===== src/rtl/card_digit_scheduler_pkg.sv =====
// Shared geometry, widths and digit helpers for the card digit scheduler.
package card_digit_scheduler_pkg;

   localparam int unsigned COORD_W   = 10;
   localparam int unsigned VALUE_W   = 4;
   localparam int unsigned SLOT_W    = 2;
   localparam int unsigned NUM_SLOTS = 4;

   localparam int unsigned DEF_GRID_X0    = 80;
   localparam int unsigned DEF_GRID_Y0    = 60;
   localparam int unsigned DEF_COL_PITCH  = 300;
   localparam int unsigned DEF_ROW_PITCH  = 200;
   localparam int unsigned DEF_DIGIT_W    = 80;
   localparam int unsigned DEF_DIGIT_H    = 140;
   localparam int unsigned DEF_DIGIT_GAP  = 20;
   localparam int unsigned DEF_BLINK_LOG2 = 4;

   localparam int unsigned CARD_MAX = 13;

   typedef enum logic {
      DIGIT_TENS = 1'b0,
      DIGIT_ONES = 1'b1
   } digit_sel_e;

   typedef struct packed {
      logic               lit;
      logic [VALUE_W-1:0] number;
   } glyph_t;

   // Card values above the deck range are stored as blank.
   function automatic logic [VALUE_W-1:0] card_sanitize(input logic [VALUE_W-1:0] v);
      return (v > VALUE_W'(CARD_MAX)) ? '0 : v;
   endfunction

   // Glyph shown at one digit position of a stored card value.
   function automatic glyph_t card_glyph(input logic [VALUE_W-1:0] card,
                                         input digit_sel_e         sel);
      glyph_t g;
      g.lit    = 1'b0;
      g.number = '0;
      if (card >= VALUE_W'(10)) begin
         g.lit    = 1'b1;
         g.number = (sel == DIGIT_TENS) ? VALUE_W'(1) : VALUE_W'(card - VALUE_W'(10));
      end else if ((card != '0) && (sel == DIGIT_ONES)) begin
         g.lit    = 1'b1;
         g.number = card;
      end
      return g;
   endfunction

endpackage


===== src/rtl/card_digit_scheduler_slot_locate.sv =====
// Combinational raster decode: which slot box / digit glyph a pixel falls in.
module card_slot_locate
   import card_digit_scheduler_pkg::*;
#(
   parameter int unsigned GRID_X0   = DEF_GRID_X0,
   parameter int unsigned GRID_Y0   = DEF_GRID_Y0,
   parameter int unsigned COL_PITCH = DEF_COL_PITCH,
   parameter int unsigned ROW_PITCH = DEF_ROW_PITCH,
   parameter int unsigned DIGIT_W   = DEF_DIGIT_W,
   parameter int unsigned DIGIT_H   = DEF_DIGIT_H,
   parameter int unsigned DIGIT_GAP = DEF_DIGIT_GAP
) (
   input  logic [COORD_W-1:0] sx,
   input  logic [COORD_W-1:0] sy,
   output logic               in_box,
   output logic [SLOT_W-1:0]  slot,
   output digit_sel_e         digit_sel,
   output logic               in_glyph,
   output logic [COORD_W-1:0] x_off,
   output logic [COORD_W-1:0] y_off
);

   localparam int unsigned EXT_W = COORD_W + 1;
   localparam logic [EXT_W-1:0] COL0_X  = EXT_W'(GRID_X0);
   localparam logic [EXT_W-1:0] COL1_X  = EXT_W'(GRID_X0 + COL_PITCH);
   localparam logic [EXT_W-1:0] ROW0_Y  = EXT_W'(GRID_Y0);
   localparam logic [EXT_W-1:0] ROW1_Y  = EXT_W'(GRID_Y0 + ROW_PITCH);
   localparam logic [EXT_W-1:0] BOX_W   = EXT_W'(2 * DIGIT_W + DIGIT_GAP);
   localparam logic [EXT_W-1:0] BOX_H   = EXT_W'(DIGIT_H);
   localparam logic [EXT_W-1:0] GLYPH_W = EXT_W'(DIGIT_W);
   localparam logic [EXT_W-1:0] ONES_X  = EXT_W'(DIGIT_W + DIGIT_GAP);

   logic [EXT_W-1:0] sx_w;
   logic [EXT_W-1:0] sy_w;
   logic [EXT_W-1:0] box_x;
   logic [EXT_W-1:0] box_y;
   logic [EXT_W-1:0] dx;
   logic [EXT_W-1:0] dy;
   logic             col_hit;
   logic             row_hit;
   logic             col;
   logic             row;

   assign sx_w = {1'b0, sx};
   assign sy_w = {1'b0, sy};

   // Column and row membership with half-open bounds.
   always_comb begin
      col_hit = 1'b0;
      col     = 1'b0;
      box_x   = COL0_X;
      row_hit = 1'b0;
      row     = 1'b0;
      box_y   = ROW0_Y;
      if ((sx_w >= COL0_X) && (sx_w < COL0_X + BOX_W)) begin
         col_hit = 1'b1;
      end else if ((sx_w >= COL1_X) && (sx_w < COL1_X + BOX_W)) begin
         col_hit = 1'b1;
         col     = 1'b1;
         box_x   = COL1_X;
      end
      if ((sy_w >= ROW0_Y) && (sy_w < ROW0_Y + BOX_H)) begin
         row_hit = 1'b1;
      end else if ((sy_w >= ROW1_Y) && (sy_w < ROW1_Y + BOX_H)) begin
         row_hit = 1'b1;
         row     = 1'b1;
         box_y   = ROW1_Y;
      end
   end

   // Digit position inside the box; the gap between glyphs is not a glyph.
   always_comb begin
      in_box    = col_hit & row_hit;
      slot      = {row, col};
      dx        = sx_w - box_x;
      dy        = sy_w - box_y;
      digit_sel = DIGIT_TENS;
      in_glyph  = 1'b0;
      x_off     = '0;
      y_off     = '0;
      if (in_box) begin
         if (dx < GLYPH_W) begin
            in_glyph = 1'b1;
            x_off    = COORD_W'(dx);
            y_off    = COORD_W'(dy);
         end else if (dx >= ONES_X) begin
            digit_sel = DIGIT_ONES;
            in_glyph  = 1'b1;
            x_off     = COORD_W'(dx - ONES_X);
            y_off     = COORD_W'(dy);
         end
      end
   end

endmodule


===== src/rtl/card_digit_scheduler.sv =====
// Time-shares one glyph renderer across the four card slots of the game screen.
module card_digit_scheduler
   import card_digit_scheduler_pkg::*;
#(
   parameter int unsigned GRID_X0    = DEF_GRID_X0,
   parameter int unsigned GRID_Y0    = DEF_GRID_Y0,
   parameter int unsigned COL_PITCH  = DEF_COL_PITCH,
   parameter int unsigned ROW_PITCH  = DEF_ROW_PITCH,
   parameter int unsigned DIGIT_W    = DEF_DIGIT_W,
   parameter int unsigned DIGIT_H    = DEF_DIGIT_H,
   parameter int unsigned DIGIT_GAP  = DEF_DIGIT_GAP,
   parameter int unsigned BLINK_LOG2 = DEF_BLINK_LOG2
) (
   input  logic               clk,
   input  logic               rst_n,
   input  logic [COORD_W-1:0] sx,
   input  logic [COORD_W-1:0] sy,
   input  logic               frame_start,
   input  logic               card_wr_valid,
   output logic               card_wr_ready,
   input  logic [SLOT_W-1:0]  card_wr_slot,
   input  logic [VALUE_W-1:0] card_wr_value,
   input  logic               sel_en,
   input  logic [SLOT_W-1:0]  sel_slot,
   output logic [COORD_W-1:0] glyph_sx_offset,
   output logic [COORD_W-1:0] glyph_sy_offset,
   output logic [VALUE_W-1:0] glyph_number,
   input  logic               glyph_hit,
   output logic               pix_on,
   output logic               pix_sel
);

   localparam int unsigned BLINK_W = BLINK_LOG2 + 1;

   logic                              loc_in_box;
   logic [SLOT_W-1:0]                 loc_slot;
   digit_sel_e                        loc_digit_sel;
   logic                              loc_in_glyph;
   logic [COORD_W-1:0]                loc_x_off;
   logic [COORD_W-1:0]                loc_y_off;

   logic [NUM_SLOTS-1:0][VALUE_W-1:0] cards_q,     cards_d;
   logic                              buf_valid_q, buf_valid_d;
   logic [SLOT_W-1:0]                 buf_slot_q,  buf_slot_d;
   logic [VALUE_W-1:0]                buf_value_q, buf_value_d;
   logic                              ready_q,     ready_d;
   logic [BLINK_W-1:0]                blink_q,     blink_d;

   logic [COORD_W-1:0]                s1_x_q,      s1_x_d;
   logic [COORD_W-1:0]                s1_y_q,      s1_y_d;
   logic [VALUE_W-1:0]                s1_num_q,    s1_num_d;
   logic                              s1_valid_q,  s1_valid_d;
   logic                              s1_hide_q,   s1_hide_d;
   logic                              s1_sel_q,    s1_sel_d;
   logic                              pix_on_q,    pix_on_d;
   logic                              pix_sel_q,   pix_sel_d;

   glyph_t                            cur_glyph;
   logic                              slot_is_sel;
   logic                              glyph_lit;

   card_slot_locate #(
      .GRID_X0   (GRID_X0),
      .GRID_Y0   (GRID_Y0),
      .COL_PITCH (COL_PITCH),
      .ROW_PITCH (ROW_PITCH),
      .DIGIT_W   (DIGIT_W),
      .DIGIT_H   (DIGIT_H),
      .DIGIT_GAP (DIGIT_GAP)
   ) u_locate (
      .sx        (sx),
      .sy        (sy),
      .in_box    (loc_in_box),
      .slot      (loc_slot),
      .digit_sel (loc_digit_sel),
      .in_glyph  (loc_in_glyph),
      .x_off     (loc_x_off),
      .y_off     (loc_y_off)
   );

   // Staging buffer, frame-synchronous commit and blink counter.
   always_comb begin
      cards_d     = cards_q;
      buf_valid_d = buf_valid_q;
      buf_slot_d  = buf_slot_q;
      buf_value_d = buf_value_q;
      blink_d     = blink_q;
      // A write taken on a frame_start cycle was not yet buffered, so it waits a frame.
      if (frame_start && buf_valid_q) begin
         cards_d[buf_slot_q] = card_sanitize(buf_value_q);
         buf_valid_d         = 1'b0;
      end
      if (card_wr_valid && ready_q) begin
         buf_valid_d = 1'b1;
         buf_slot_d  = card_wr_slot;
         buf_value_d = card_wr_value;
      end
      if (frame_start) begin
         blink_d = blink_q + BLINK_W'(1);
      end
      ready_d = ~buf_valid_d;
   end

   // Stage 1: pick the glyph for this pixel; stage 2: fold in renderer hit and blink.
   always_comb begin
      cur_glyph   = card_glyph(cards_q[loc_slot], loc_digit_sel);
      slot_is_sel = sel_en && (sel_slot == loc_slot);
      glyph_lit   = loc_in_glyph && cur_glyph.lit;
      s1_valid_d  = glyph_lit;
      s1_num_d    = glyph_lit ? cur_glyph.number : '0;
      s1_x_d      = glyph_lit ? loc_x_off : '0;
      s1_y_d      = glyph_lit ? loc_y_off : '0;
      s1_hide_d   = slot_is_sel && blink_q[BLINK_W-1];
      s1_sel_d    = loc_in_box && slot_is_sel;
      pix_on_d    = glyph_hit && s1_valid_q && !s1_hide_q;
      pix_sel_d   = s1_sel_q;
   end

   // State and pipeline registers with synchronous reset.
   always_ff @(posedge clk) begin
      if (!rst_n) begin
         cards_q     <= '0;
         buf_valid_q <= 1'b0;
         buf_slot_q  <= '0;
         buf_value_q <= '0;
         ready_q     <= 1'b1;
         blink_q     <= '0;
         s1_x_q      <= '0;
         s1_y_q      <= '0;
         s1_num_q    <= '0;
         s1_valid_q  <= 1'b0;
         s1_hide_q   <= 1'b0;
         s1_sel_q    <= 1'b0;
         pix_on_q    <= 1'b0;
         pix_sel_q   <= 1'b0;
      end else begin
         cards_q     <= cards_d;
         buf_valid_q <= buf_valid_d;
         buf_slot_q  <= buf_slot_d;
         buf_value_q <= buf_value_d;
         ready_q     <= ready_d;
         blink_q     <= blink_d;
         s1_x_q      <= s1_x_d;
         s1_y_q      <= s1_y_d;
         s1_num_q    <= s1_num_d;
         s1_valid_q  <= s1_valid_d;
         s1_hide_q   <= s1_hide_d;
         s1_sel_q    <= s1_sel_d;
         pix_on_q    <= pix_on_d;
         pix_sel_q   <= pix_sel_d;
      end
   end

   assign card_wr_ready   = ready_q;
   assign glyph_sx_offset = s1_x_q;
   assign glyph_sy_offset = s1_y_q;
   assign glyph_number    = s1_num_q;
   assign pix_on          = pix_on_q;
   assign pix_sel         = pix_sel_q;

endmodule


===== config.mk =====
export PLATFORM = sky130hd
export DESIGN_NAME = card_digit_scheduler
export DESIGN_NICKNAME = d
export VERILOG_FILES = /design/src/rtl/card_digit_scheduler_pkg.sv /design/src/rtl/card_digit_scheduler_slot_locate.sv /design/src/rtl/card_digit_scheduler.sv
export SDC_FILE = /design/constraint.sdc
export NUM_CORES = 1
export LEC_CHECK = 0
export BUFFER_PORTS_ARGS = -buffer_cell sky130_fd_sc_hd__clkbuf_2
export CELL_PAD_IN_SITES_DETAIL_PLACEMENT = 1
export CELL_PAD_IN_SITES_GLOBAL_PLACEMENT = 2
export CORE_UTILIZATION = 34
export CTS_CLUSTER_DIAMETER = 60
export CTS_CLUSTER_SIZE = 24
export DETAILED_ROUTE_END_ITERATION = 7
export HOLD_SLACK_MARGIN = 0.15
export MAX_ROUTING_LAYER = met4
export PLACE_DENSITY = 0.91
export SETUP_SLACK_MARGIN = 0.02
export SLEW_MARGIN = 20
export SYNTH_ARGS = -nofsm -noshare
export SYNTH_HDL_FRONTEND = slang
export SYNTH_SLANG_ARGS = --single-unit

===== constraint.sdc =====
create_clock -name clk -period 4.4 [get_ports clk]
set_clock_uncertainty 0.05 [all_clocks]
set_input_delay 0.88 -clock clk [delete_from_list [all_inputs] [get_ports clk]]
set_output_delay 0.88 -clock clk [all_outputs]
set_load 0.05 [all_outputs]

# --- Yosys cells after proc, flatten, opt, wreduce, memory -nomap -nowiden ---
# Index checks and enable logic that the tools add are counted.
# W data, S select, Z words.
totals:
  regBits: 58
  latch_bits: 0
  ramBits: 0
  rom_bits: 0
  input_bits: 34
  mem_count: 0
op_classes:
  n_addsub: 5
  mul: 0
  n_div: 0
  n_lt_le_gt_ge: 15
  eq_ne: 1
  shift: 0
  muxes: 30
  bitwise: 2
  reduce_logical: 18
op_table:
  columns: ["operator", "n"]
  rows:
  - ["$mux W10", 4]
  - ["$mux W9", 3]
  - ["$ge A10 B9 Y1 const B", 2]
  - ["$lt A10 B9 Y1 const B", 2]
  - ["$bwmux W16", 1]
  - ["$mux W4", 4]
  - ["$logic_and A1 B1 Y1", 14]
  - ["$mux W1", 13]
  - ["$ge A11 B7 Y1 const B", 1]
  - ["$lt A11 B7 Y1 const B", 1]
  - ["$mux W11", 1]
  - ["$sub A10 B11 Y11", 1]
  - ["$ge A10 B6 Y1 const B", 1]
  - ["$ge A10 B7 Y1 const B", 1]
  - ["$lt A10 B10 Y1 const B", 1]
  - ["$lt A10 B8 Y1 const B", 1]
  - ["$mux W5", 2]
  - ["$sub A10 B10 Y10", 1]
  - ["$sub A10 B7 Y10 const B", 1]
  - ["$bmux W4 S2", 1]
  - ["$demux W4 S2", 1]
  - ["$lt A2 B3 Y1 const B", 2]
  - ["$add A5 B1 Y5 const B", 1]
  - ["$ge A4 B4 Y1 const B", 1]
  - ["10 further kinds", 10]

# --- Logic depth before layout (Yosys ltp) ---
depth:
  word_depth: 14
  mapped_depth: 16

# --- Cells and area by module ---
# Synthesis repeated with hierarchy kept, for this count alone.
unflattened:
  hier_cells: 389
  area_unflattened_um2: 3459.6
by_module_without_submodules:
  columns: ["module", "instances", "cells_each", "area_per_inst_um2"]
  rows:
  - ["card_digit_scheduler", 1, 226, 2308.5]
  - ["card_slot_locate", 1, 163, 1151.1]

# --- Worst setup path after synthesis ---
# No wires, ideal clock.
synth_path:
  path_kind: "input to register"
  start: "in sx[7]"
  end: "reg s1_x_q[4] (netlist: glyph_sx_offset[4])"
  setup_ps: 63
  arrival_ps: 4046
  required_time_ps: 4287
  setup_slack_ps: 241
  path_stages: 16
  path_cell_list: "buf_2 > nor2_1 > nand4b_1 > nand3_1 > inv_2 > ha_1 > and2_1 > buf_2 > a21oi_1 > xor2_1 > nor3_1 > o21ai_1 > a221o_1 > buf_6 > buf_6 > nor2_2"
synth_via:
  elab_chain_cells: 14
  elab_cells_between_ends: 32
  classes_between: "add/sub: 2; order compare: 7; mux: 16; bitwise: 1; reduce/logical: 6"
synth_rtl:
  columns: ["item", "line", "rtl"]
  rows:
  - ["start, declared", "card_digit_scheduler.sv:16", "input logic [COORD_W-1:0] sx,"]
  - ["$ge A10 B9 Y1 or $lt A10 B10 Y1 (tied branches)", "card_digit_scheduler_slot_locate.sv:57", "end else if ((sx_w >= COL1_X) && (sx_w < COL1_X + BOX_W)) begin"]
  - ["$logic_and A1 B1 Y1", "card_digit_scheduler_slot_locate.sv:57", null]
  - ["$mux W9", "card_digit_scheduler_slot_locate.sv:57", null]
  - ["$mux W11", "card_digit_scheduler_slot_locate.sv:55", "if ((sx_w >= COL0_X) && (sx_w < COL0_X + BOX_W)) begin"]
  - ["$sub A10 B11 Y11", "card_digit_scheduler_slot_locate.sv:75", "dx = sx_w - box_x;"]
  - ["$ge A11 B7 Y1", "card_digit_scheduler_slot_locate.sv:86", "end else if (dx >= ONES_X) begin"]
  - ["$mux W1", "card_digit_scheduler_slot_locate.sv:86", null]
  - ["$mux W1", "card_digit_scheduler_slot_locate.sv:82", "if (dx < GLYPH_W) begin"]
  - ["$mux W1", "card_digit_scheduler_slot_locate.sv:81", "if (in_box) begin"]
  - ["$logic_and A1 B1 Y1", "card_digit_scheduler_pkg.sv:44", "end else if ((card != '0) && (sel == DIGIT_ONES)) begin"]
  - ["$mux W5", "card_digit_scheduler_pkg.sv:44", null]
  - ["$mux W5", "card_digit_scheduler_pkg.sv:41", "if (card >= VALUE_W'(10)) begin"]
  - ["$logic_and A1 B1 Y1", "card_digit_scheduler.sv:108", "glyph_lit = loc_in_glyph && cur_glyph.lit;"]
  - ["$reduce_and A3 Y1 (no source line)", null, null]
  - ["end signal, assigned", "card_digit_scheduler.sv:128", "s1_x_q <= '0;"]
  - ["end signal, assigned", "card_digit_scheduler.sv:143", "s1_x_q <= s1_x_d;"]
  - ["end, declared", "card_digit_scheduler.sv:49", "logic [COORD_W-1:0] s1_x_q, s1_x_d;"]
# Several ways; a longest one is shown, not always the timed one. The select of a mux whose other input is x is not followed.
# A chain may end at the register's enable or synchronous reset.

# --- Final worst setup path ---
layout_path:
  start: "in sx[7]"
  end: "reg s1_y_q[5] (netlist: glyph_sy_offset[5])"
layout_via:
  elab_chain_cells: 14
  elab_cells_between_ends: 31
  classes_between: "add/sub: 1; order compare: 7; mux: 16; bitwise: 1; reduce/logical: 6"
layout_rtl:
  columns: ["item", "line", "rtl"]
  rows:
  - ["$ge A10 B9 Y1 or $lt A10 B10 Y1 (tied branches)", "card_digit_scheduler_slot_locate.sv:57", null]
  - ["$logic_and A1 B1 Y1", "card_digit_scheduler_slot_locate.sv:57", null]
  - ["$mux W9", "card_digit_scheduler_slot_locate.sv:57", null]
  - ["$mux W11", "card_digit_scheduler_slot_locate.sv:55", null]
  - ["$sub A10 B11 Y11", "card_digit_scheduler_slot_locate.sv:75", null]
  - ["$ge A11 B7 Y1", "card_digit_scheduler_slot_locate.sv:86", null]
  - ["$mux W1", "card_digit_scheduler_slot_locate.sv:86", null]
  - ["$mux W1", "card_digit_scheduler_slot_locate.sv:82", null]
  - ["$mux W1", "card_digit_scheduler_slot_locate.sv:81", null]
  - ["$logic_and A1 B1 Y1", "card_digit_scheduler_pkg.sv:44", null]
  - ["$mux W5", "card_digit_scheduler_pkg.sv:44", null]
  - ["$mux W5", "card_digit_scheduler_pkg.sv:41", null]
  - ["$logic_and A1 B1 Y1", "card_digit_scheduler.sv:108", null]
  - ["$reduce_and A3 Y1 (no source line)", null, null]
  - ["end signal, assigned", "card_digit_scheduler.sv:144", "s1_y_q <= s1_y_d;"]
  - ["end, declared", "card_digit_scheduler.sv:50", "logic [COORD_W-1:0] s1_y_q, s1_y_d;"]
# Several ways; a longest one is shown, not always the timed one. The select of a mux whose other input is x is not followed.

==> out/summary.txt <==
Worst Hold Endpoint = pix_sel
Int Power = 0.920 mW
initial antenna violation count = 0
DR pass1 iterations = 6
Post-Syn Instances = 351
Antenna Cells = 0
total CTS buffers = 9
most frequent cells in the layout = 60 x clkbuf_2, 58 x dfxtp_1, 21 x nor2b_1
RSZ-0062 raised after global routing = false
Final HPWL DP = 6190 µm
top cells by area, synth = dfxtp_1 36%, mux2i_1 5.6%, ha_1 5.1%
WL/cell = 15.1 µm
Max H-tree Level = 3
final worst path period need = 3.92 ns
hold path cells = 1
sequential fraction of the synthesis area = 0.363
Mapped Area = 0.00320 mm²
CP startpoint kind = primary input
root buf cell = clkbuf_8
final setup violation count = 0
layout filler cell count = 1,106
grt ovf = 0
Die ar. = 0.00980 mm²
IO Count = 61
worst hold path type = reg2reg
PortBufs = 60
post-synth cell types = 50
power density cells = 330 mW/mm²
CP arrival = 4.09 ns
initial core utilization = 0.348
Routed Antenna Nets = 0
Final Hold Viols = 0
fin area = 0.00385 mm²
Layout Nets = 468
RePlAce Congestion = 0.878
reg-to-reg critical path startpoint = cards_q[3]
via count = 2,775
Clock Latency Late Sink = 0.34 ns
sw frac = 0.275
cell taking the most area after synthesis = dfxtp_1
required time of the critical path = 4.57 ns
reg-to-reg slack, setup = 2.45 ns
Synth Register Bits = 58
clock power share = 0.393
FP Rows = 35
initial detailed-routing violation count = 68
layout cells sized above 1 = 0.248
max-slew violation count = 0
Syn Area/Cell = 9.11 µm²
GRT Util Overall = 0.186
placed insts = 519
first-pass GRT wire length = 13,900 µm
Crit. Startpoint = sx[7]
Switch Pwr = 0.349 mW
WL final = 8090 µm
clk buf depth = 2
Yosys warnings = 0
max-cap check violation count = 0
sequential power share = 0.426
via count of the first global-routing pass = 2,929
final worst-path cycle share = 0.890
FFs w/ async S/R, synth = 0
Worst Reg-to-Reg Cells = 6
DRC Markers = 0
Post-synth EDFFs = 0
peak supply drop = 0.112 mV
Logic pwr share = 0.181
core area = 0.00920 mm²
worst flop-to-flop path endpoint = glyph_sy_offset[5]
highest clock rate = 0.255 GHz
CP max FO = 18
CTS tree = done
Final Non-Filler Cells = 535
worst-margin pin slew = 0.823 ns
largest net degree at the start of global routing = 33
min-delay src = pix_sel_d
CP Capture Type = flip-flop
Syn Nets = 400
status = finished, final reports clean
Area Overhead vs Synth = 20.3%
drt via density = 5.19
Setup Fix Bufs, Post-CTS = 0
worst rel slew slack = 0.447
Die Wd = 99.0 µm
Main synth FF type = dfxtp_1
commonest non-fill, non-tap cell in the layout = clkbuf_2
clk slew on worst S/H paths = 0.07 ns
Leakage Power = 1.72 nW
share of the synthesized area in the top cell type = 0.363
# clock sinks = 58
Post-DP Area = 0.00364 mm²
Die Span Y = 99.0 µm
Crit Path Class = in2reg
==> power by group through the flow <==
stage	sequential, mW	combinational, mW	clock (mW)
floorplan	0.554	0.152	0
global placement	0.552	0.221	0
detailed placement	0.552	0.227	0
CTS	0.540	0.230	0.512
global route	0.542	0.258	0.535
finish	0.540	0.230	0.499
==> cells in the mapped netlist (all sizes together), types with 5 or more instances <==
cell    count
dfxtp      58
and2       12
nor3       10
o31ai       9
mux2i      18
a31oi       6
nor2       24
a21boi     10
xnor2      15
xor2        5
ha         13
nand3      13
o21ai       8
clkbuf      7
buf         7
a21oi      14
nand4      11
nand2      20
inv        21
nor2b      21
==> area by class of cell <==
type	instances	area [µm²]	area share
clock inverters	2	35.0	0.00911
inverters	21	78.8	0.0205
repair buffers	71	383	0.0995
multi-input cells	258	1890	0.491
flip-flops and latches	58	1160	0.302
well taps	111	139	0.0361
clock buffers	14	163	0.0423
==> critical path, cell delays in order <==
cell      delay, ns
clkbuf_2       0.16
nor2_1         0.20
nand4b_1       0.15
nand3_1        0.23
inv_2          0.12
ha_1           0.34
and2_1         0.22
a31oi_1        0.34
mux2i_1        0.24
nand3_1        0.20
o311ai_2       0.47
a221o_1        0.17
buf_4          0.25
nor3_1         0.09
==> flip-flops by register name, summed over array words and instances (netlist names) <==
name	cells
blink_q	5
buf_slot_q	2
buf_valid_q	1
buf_value_q	4
card_wr_ready	1
cards_q	16
glyph_number	4
glyph_sx_offset	10
glyph_sy_offset	10
pix_on	1
pix_sel	1
pix_sel_d	1
s1_hide_q	1
s1_valid_q	1
==> metal layers <==
| metal | share of wire | global-route usage | up-vias |
|---|---|---|---|
| met5 | 0 | - | - |
| met4 | 0.020 | 0.0804 | 0 |
| met3 | 0.021 | 0.0241 | 12 |
| met2 | 0.49 | 0.316 | 35 |
| met1 | 0.47 | 0.221 | 1332 |
| li1 | - | - | 1396 |
==> kinds of logic (layout without fill, tap and decap cells) <==
logic type	Yosys count	after routing	share of synthesized area
simple gates	126	126	0.218
compound gates	79	79	0.195
flops	58	58	0.363
buf+inv	35	108	0.0497
xor+xnor	20	20	0.0548
mux	18	18	0.0563
fa+ha+maj	15	15	0.0634
==> worst max path at each step <==
stage,depth (start not counted),to,slack [ns]
6_report,14,glyph_sy_offset[5],0.48
3_3_place_gp,13,glyph_sx_offset[7],0.26
3_5_place_dp,13,glyph_number[2],-0.03
4_1_cts,13,glyph_number[2],0.32
2_1_floorplan,16,glyph_sx_offset[4],0.24
5_1_grt,14,glyph_sy_offset[5],0.09
==> through the flow <==
| stage | total power, mW | util | hold WS (ns) | TNS, ns | setup WS (ns) |
|---|---|---|---|---|---|
| after floorplan | 0.707 | - | 0.362 | 0 | 0.241 |
| after global placement | 0.772 | 0.396 | 0.365 | 0 | 0.260 |
| after detailed placement | 0.779 | 0.396 | 0.385 | -0.0303 | -0.0279 |
| after CTS | 1.28 | 0.417 | 0.397 | 0 | 0.317 |
| after global routing | 1.33 | 0.418 | 0.407 | 0 | 0.0899 |
| final | 1.27 | 0.418 | 0.390 | 0 | 0.485 |
==> timing repair <==
| action | in CTS | in global routing |
|---|---|---|
| hold buffers | 0 | 0 |
| endpoints found under the setup margin | 0 | 6 |
| resized for setup | 0 | 2 |
No activity file was read; power rests on OpenSTA's default activity.
